$ cat src/rtl/pipeline_sequencer.sv
// pipeline_sequencer: run/step/halt controller for the five-stage pipeline.
// Drives PC write, IF/ID hold and ID/EX flush; counts enabled cycles.
module pipeline_sequencer #(
  parameter int DATA_WIDTH   = 32,
  parameter int DRAIN_CYCLES = 4
) (
  input  logic                  i_clock,
  input  logic                  i_reset,
  input  logic                  i_start,
  input  logic                  i_step_mode,
  input  logic                  i_step,
  input  logic                  i_halt_fetched,
  input  logic                  i_load_use,
  output logic                  o_pc_write,
  output logic                  o_if_id_burbuja,
  output logic                  o_id_ex_flush,
  output logic                  o_pipe_enable,
  output logic                  o_step_done,
  output logic                  o_halted,
  output logic [DATA_WIDTH-1:0] o_cycle_count
);

  localparam int CW = (DRAIN_CYCLES > 0) ? $clog2(DRAIN_CYCLES + 1) : 1;

  typedef enum logic [2:0] {
    S_IDLE,
    S_RUN,
    S_STEP_WAIT,
    S_STEP_EXEC,
    S_DRAIN,
    S_HALTED
  } state_e;

  state_e                state_q, state_d;
  logic [CW-1:0]         drain_q, drain_d;
  logic [DATA_WIDTH-1:0] cnt_q, cnt_d;
  logic                  done_q, done_d;
  logic                  halt_eff;

  // A HALT seen during a stall is refetched next cycle, so it is ignored.
  assign halt_eff = i_halt_fetched & ~i_load_use;

  always_comb begin
    state_d         = state_q;
    drain_d         = drain_q;
    o_pc_write      = 1'b0;
    o_if_id_burbuja = 1'b1;
    o_id_ex_flush   = 1'b0;
    o_pipe_enable   = 1'b0;
    unique case (state_q)
      S_IDLE: begin
        if (i_start) begin
          state_d = i_step_mode ? S_STEP_WAIT : S_RUN;
        end
      end
      S_RUN, S_STEP_EXEC: begin
        o_pipe_enable   = 1'b1;
        o_pc_write      = ~i_load_use & ~halt_eff;
        o_if_id_burbuja = i_load_use;
        o_id_ex_flush   = i_load_use;
        if (halt_eff) begin
          state_d = S_DRAIN;
          drain_d = CW'(DRAIN_CYCLES);
        end else if (state_q == S_STEP_EXEC) begin
          state_d = S_STEP_WAIT;
        end
      end
      S_STEP_WAIT: begin
        if (i_step) begin
          state_d = S_STEP_EXEC;
        end
      end
      S_DRAIN: begin
        o_pipe_enable   = 1'b1;
        o_if_id_burbuja = i_load_use;
        o_id_ex_flush   = i_load_use;
        if (drain_q == '0) begin
          state_d = S_HALTED;
        end else if (!i_load_use) begin
          drain_d = drain_q - CW'(1);
        end
      end
      S_HALTED: begin
        state_d = S_HALTED;
      end
      default: begin
        state_d = S_IDLE;
      end
    endcase
  end

  always_comb begin
    cnt_d  = cnt_q;
    done_d = (state_q == S_STEP_EXEC);
    if (o_pipe_enable && (cnt_q != '1)) begin
      cnt_d = cnt_q + DATA_WIDTH'(1);
    end
  end

  always_ff @(posedge i_clock) begin
    if (!i_reset) begin
      state_q <= S_IDLE;
      drain_q <= '0;
      cnt_q   <= '0;
      done_q  <= 1'b0;
    end else begin
      state_q <= state_d;
      drain_q <= drain_d;
      cnt_q   <= cnt_d;
      done_q  <= done_d;
    end
  end

  assign o_step_done   = done_q;
  assign o_halted      = (state_q == S_HALTED);
  assign o_cycle_count = cnt_q;

endmodule

$ cat config.mk
export PLATFORM = sky130hd
export DESIGN_NAME = pipeline_sequencer
export DESIGN_NICKNAME = d
export VERILOG_FILES = /design/src/rtl/pipeline_sequencer.sv
export SDC_FILE = /design/constraint.sdc
export NUM_CORES = 1
export LEC_CHECK = 0
export ABC_AREA = 1
export CAP_MARGIN = 5
export CORE_UTILIZATION = 47
export DETAILED_ROUTE_END_ITERATION = 6
export GPL_TIMING_DRIVEN = 0
export PLACE_DENSITY_LB_ADDON = 0.2
export SYNTH_ARGS = -nofsm -noshare
export SYNTH_HDL_FRONTEND = slang
export SYNTH_SLANG_ARGS = --single-unit
export TNS_END_PERCENT = 20
$ cat constraint.sdc
create_clock -name i_clock -period 1.66 [get_ports i_clock]
set_clock_uncertainty 0.15 [all_clocks]
set_input_delay 0.498 -clock i_clock [delete_from_list [all_inputs] [get_ports i_clock]]
set_output_delay 0.498 -clock i_clock [all_outputs]
set_load 0.05 [all_outputs]
==> flow_metrics.py <==
metrics = {
    "routing": {
        "vias_per_cell": 5.13,
        "drt-initial-drc-count": 197,
        "post_drt_wl_per_cell_um": 12.6,
        "antenna_left": 0,
        "drc": 0,
        "wirelength_mm": 6.56,
        "vias": 2676,
        "firstDrtPassIters": 4,
    },
    "run_status": {
        "failed_checks": "setup timing",
        "status": "finished, violations left",
    },
    "global_route": {
        "grt_pass1_vias": 2454,
        "grt_antenna_before_repair": 0,
        "gr-total-overflow": 0,
        "grt_max_degree": 13,
        "grt_use_total_pct": 25.3,
        "grt_pass1_wl_mm": 10.6,
    },
    "setup_path": {
        "cp.arrival_ps": 1230,
        "rr_worst_depth": 10,
        "r2r-end": "o_cycle_count[12]$_SDFFE_PN0P_",
        "r2r_slack_ps": -130,
        "cp_cell_sequence": "nor2_4 > nand2_2 > nand2_4 > inv_2 > nor2_4 > buf_8",
        "worstReg2RegStart": "o_cycle_count[0]$_SDFFE_PN0P_",
        "path_common_cell": "nor2_4",
        "required_ps": 1010,
        "max_stage_delay_ps": 380,
        "crit_path_start": "state_q[0]$_SDFFE_PN0P_",
        "critPathCapture": "o_id_ex_flush",
        "crit_fanout": 4,
        "worstSetupPathType": "flip-flop to output port",
        "cp-start-kind": "flip-flop",
        "end_kind": "output port",
        "crit_slowest_cell": "dfxtp_4",
    },
    "cells_and_area": {
        "layout.nets": 464,
        "syn_to_final_growth_pct": 37.0,
        "final_common_cell": "nand2_1",
        "stdcell_count": 522,
        "fin_area_um2": 3240,
        "drive_gt1_share_pct": 31.4,
        "most-common-layout-cells": "nand2_1 (101), nor2_1 (73), inv_1 (39), nand3_1 (36), dfxtp_2 (29)",
        "n_antenna_cell": 0,
    },
    "flow_run": {
        "cap_violations": 0,
    },
    "synthesis": {
        "avgSynthCellArea_um2": 6.08,
        "muxShareOfSynthArea_pct": 0,
        "yosys.area_share.xor_xnor_pct": 1.85,
        "synth_cells": 389,
        "synth-warning-count": 0,
        "synthesis.area_um2": 2370,
        "synthAdderAreaFrac_pct": 1.59,
        "synth_area_leaders": "dfxtp_1 (33%), nand2_1 (17%), nor2_1 (13%)",
        "synth_top_family_by_area": "simple AND/OR/NAND/NOR gates",
        "synth_top_area_share_pct": 33.0,
        "synth_compound_area_share_pct": 9.78,
        "yosys.area.top_type": "dfxtp_1",
        "synth-simple-area-share_pct": 44.3,
        "syn-num-nets": 399,
        "synth-seq-area-share_pct": 33.0,
        "ys_ff_latch": 39,
        "yosysUniqueCellTypes": 25,
    },
    "timing": {
        "finalSetupViolations": 39,
        "max_freq_ghz": 0.534,
        "final.period_utilization_pct": 113,
        "slew_violations": 0,
        "hold_viol": 0,
        "holdWs_ps": 336,
        "slew_headroom_pct": 67.4,
        "worstMarginPinSlew_ps": 488,
        "fin_crit_ps": 1870,
        "rsz0062_at_grt": "yes",
        "fin_ws_ps": -214,
    },
    "clock_network": {
        "htreeDepth": 2,
        "cts_buffer_depth": 2,
        "insertion_delay_ps": 300,
        "ctsHoldBuffers": 0,
        "ctsRootBufferMaster": "clkbuf_8",
        "clk_pin_slew_ps": 80,
        "cts_sinks": 39,
        "tritoncts": "yes",
        "numCtsBuffers": 5,
    },
    "floorplanning": {
        "initial_utilization_pct": 49.4,
        "core_um2": 4790,
        "dieArea_um2": 5320,
        "fp-row-count": 25,
        "die_y_um": 73.0,
        "chipWidth_um": 73.0,
        "io_pins": 45,
    },
    "placed_design": {
        "dp_cells": 499,
        "place_area_um2": 2970,
        "numPortBuffers": 43,
        "hpwl_mm": 4.64,
        "place_ws_ps": -1110,
        "gp_congestion": 0.874,
    },
    "pwr": {
        "total_power_mw": 2.87,
        "p_per_area_nw_per_um2": 885,
        "cellLeakagePower_nw": 1.46,
        "ir_worst_vdd_mv": 0.671,
    },
    "worst_hold_path": {
        "min_path_type": "flip-flop to flip-flop",
    },
}
-- worst max-delay path, delay by kind of cell (launching register included) --
kind,cells,cell delay (ps)
buffers and inverters,2,210
flip-flops,1,380
AND/OR/NAND/NOR,4,340
-- layout make-up --
type                    instances  area, um^2
inverters                      43         164
plain buffers                  10        90.1
clock buffers                   6        82.6
fillers                       436        1540
well taps                      67        83.8
flip-flops and latches         39         832
clock inverters                 2        35.0
multi-input cells             297        1500
repair buffers                 58         450
-- cells by family after synthesis --
family                   count (synthesis)
AND/OR/NAND/NOR                        248
buffers and inverters                   53
AO/OA/AOI/OAI                           41
flip-flops                              39
XOR/XNOR                                 5
adder cells (fa/ha/maj)                  3
-- Yosys cell counts (all sizes together) --
master and count:
a21oi 35, nand4 6, nand2 109, nor4 1, nor2 84, and2 1, nand3b 2, xnor2 1
dfxtp 39, clkbuf 3, buf 7, xor2 4, o21ai 6, nor3 5, inv 43, nand3 40
ha 3
-- worst min path at each step --
stage,startpoint,endpoint,cells after the start
after floorplan,drain_q[0]$_SDFFE_PN0P_,drain_q[0]$_SDFFE_PN0P_,2
after global placement,o_cycle_count[3]$_SDFFE_PN0P_,o_cycle_count[3]$_SDFFE_PN0P_,2
after detailed placement,drain_q[0]$_SDFFE_PN0P_,drain_q[0]$_SDFFE_PN0P_,2
after CTS,drain_q[0]$_SDFFE_PN0P_,drain_q[0]$_SDFFE_PN0P_,2
after global routing,drain_q[0]$_SDFFE_PN0P_,drain_q[0]$_SDFFE_PN0P_,2
final,drain_q[0]$_SDFFE_PN0P_,drain_q[0]$_SDFFE_PN0P_,2
-- per-stage QoR --
| stage | TNS, ps | util, % |
|---|---|---|
| finish | -3210 | 67.7 |
| global route | -6970 | 67.7 |
| CTS | -3350 | 64.8 |
| detailed placement | -17600 | 62.0 |
| global placement | -16250 | 62.0 |
| floorplan | -3570 | - |
-- per-layer routing --
metal	vias to the layer above	global-route usage (%)	share of wire [%]
met3	10	5.39	5.7
met2	87	44.5	48
met1	1216	31.1	44
li1	1363	-	-
met5	-	0	0
met4	0	7.19	1.5
-- sequential cells by signal (all words and copies together) (netlist names) --
| signal | cells |
|---|---|
| o_cycle_count | 32 |
| drain_q | 3 |
| state_q | 3 |
| o_step_done | 1 |
-- report_power, final --
part           leakage (nW)  total [mW]  internal [mW]  switching (mW)
Combinational          1.07       0.959          0.394           0.564
Sequential            0.333        1.08           1.00          0.0738
Clock                0.0612       0.836          0.487           0.349
-- what timing repair did --
item / 4_1_cts / 5_1_grt
setup endpoints to repair: 75 / 44
pin swaps: 8 / 8
hold endpoints to repair: 0 / 0
gates resized for setup: 222 / 26
setup buffers: 11 / 2
gates cloned: 0 / 2
(Power assumes the default switching activity.)
==> variant, RTL diff (same settings) <==
Make the reset (`i_reset`) asynchronous in one clocked block.
--- a/src/rtl/pipeline_sequencer.sv
+++ b/src/rtl/pipeline_sequencer.sv
@@ -97,7 +97,7 @@
     end
   end
 
-  always_ff @(posedge i_clock) begin
+  always_ff @(posedge i_clock or negedge i_reset) begin
     if (!i_reset) begin
       state_q <= S_IDLE;
       drain_q <= '0;
Check against the original RTL: differs if i_reset is asserted again (counterexample within 4 cycles, from zero or initial values and one cycle with i_reset low); with i_reset held inactive, the same outputs for 10 cycles.
==> variant against the original RTL <==
- area after synthesis grew 7.8%
- the run still ends with negative setup slack left
- design area grew 5.8%
- worst setup slack lost 0.074 ns
- wire length grew 0.26%
- sequential cell count is the same
- die area grew 7.6%
- first-iteration DRC count shrank 1.0%
Power is not compared: it rests on default switching activity, and its combinational part moved more than twofold at a synthesized area within 25%.
==> variant: results (changes against the original RTL) <==
Status: finished, violations left (unchanged)
Failing checks: negative setup slack (unchanged)
Reg-to-reg setup timing slack: -0.15 ns (was -0.13 ns)
Cell depth of the worst flop-to-flop path: 11 (was 10)
Synth async-reset ratio: 100.0% (was 0%)
GR Util All Layers: 23.89% (was 25.34%)
Largest fanout on the critical path: 5 (was 4)
Final non-filler cell total: 525 (was 522)
RR Endpoint: o_cycle_count[15] (was o_cycle_count[12])
Setup TNS: -4.310 ns (was -3.206 ns)
Layout cells sized above 1: 31.65% (was 31.43%)
# fillers: 469 (was 436)
Port Buffers: 44 (was 43)
Met2 usage: 40.28% (was 44.55%)
Final worst slack: -0.2886 ns (was -0.2143 ns)
Hold WC Path Type: input pin to asynchronous set/reset pin (was register to register)
Slowest-stage cell, CP: dfrtp_1 (was dfxtp_4)
Pin count of the biggest net entering global routing: 40 (was 13)
Netlist cell types: 27 (was 25)
Final setup vio count: 36 (was 39)
Postcts setup bufs: 7 (was 11)
Placed Cells: 494 (was 499)
Wire per inst: 12.52 um (was 12.56 um)
Cells after Synth: 380 (was 389)
DRT met1 WL: 2.935 mm (was 2.915 mm)
Post-CTS resize count: 189 (was 222)
[variant: layout make-up]
class	instances	area [um^2]	area share [%]
Timing Repair Buffer	67	526.8	15.36
Multi-Input combinational cell	297	1490	43.47
Tap cell	70	87.58	2.555
Sequential cell	39	1016	29.63
Clock inverter	3	15.01	0.4380
Clock buffer	5	68.82	2.007
Inverter	38	152.6	4.453
Buffer	6	71.32	2.080
[variant: metrics by stage]
stage          cell area, um^2  hold slack (ns)
6_report                  3428           0.1611
5_1_grt                   3428           0.2432
4_1_cts                   3303           0.1971
3_5_place_dp              3178           0.3371
3_3_place_gp              3183           0.3205
2_1_floorplan             2655          0.05241
[variant: logic make-up (layout without fill, tap and decap cells)]
group / after synthesis / in the layout / synth area share, %
buf+inv: 44 / 119 / 7.704
fa+ha+maj: 3 / 3 / 1.472
compound gates: 13 / 13 / 2.551
xor+xnor: 12 / 12 / 4.122
simple gates: 269 / 269 / 45.88
flops: 39 / 39 / 38.27
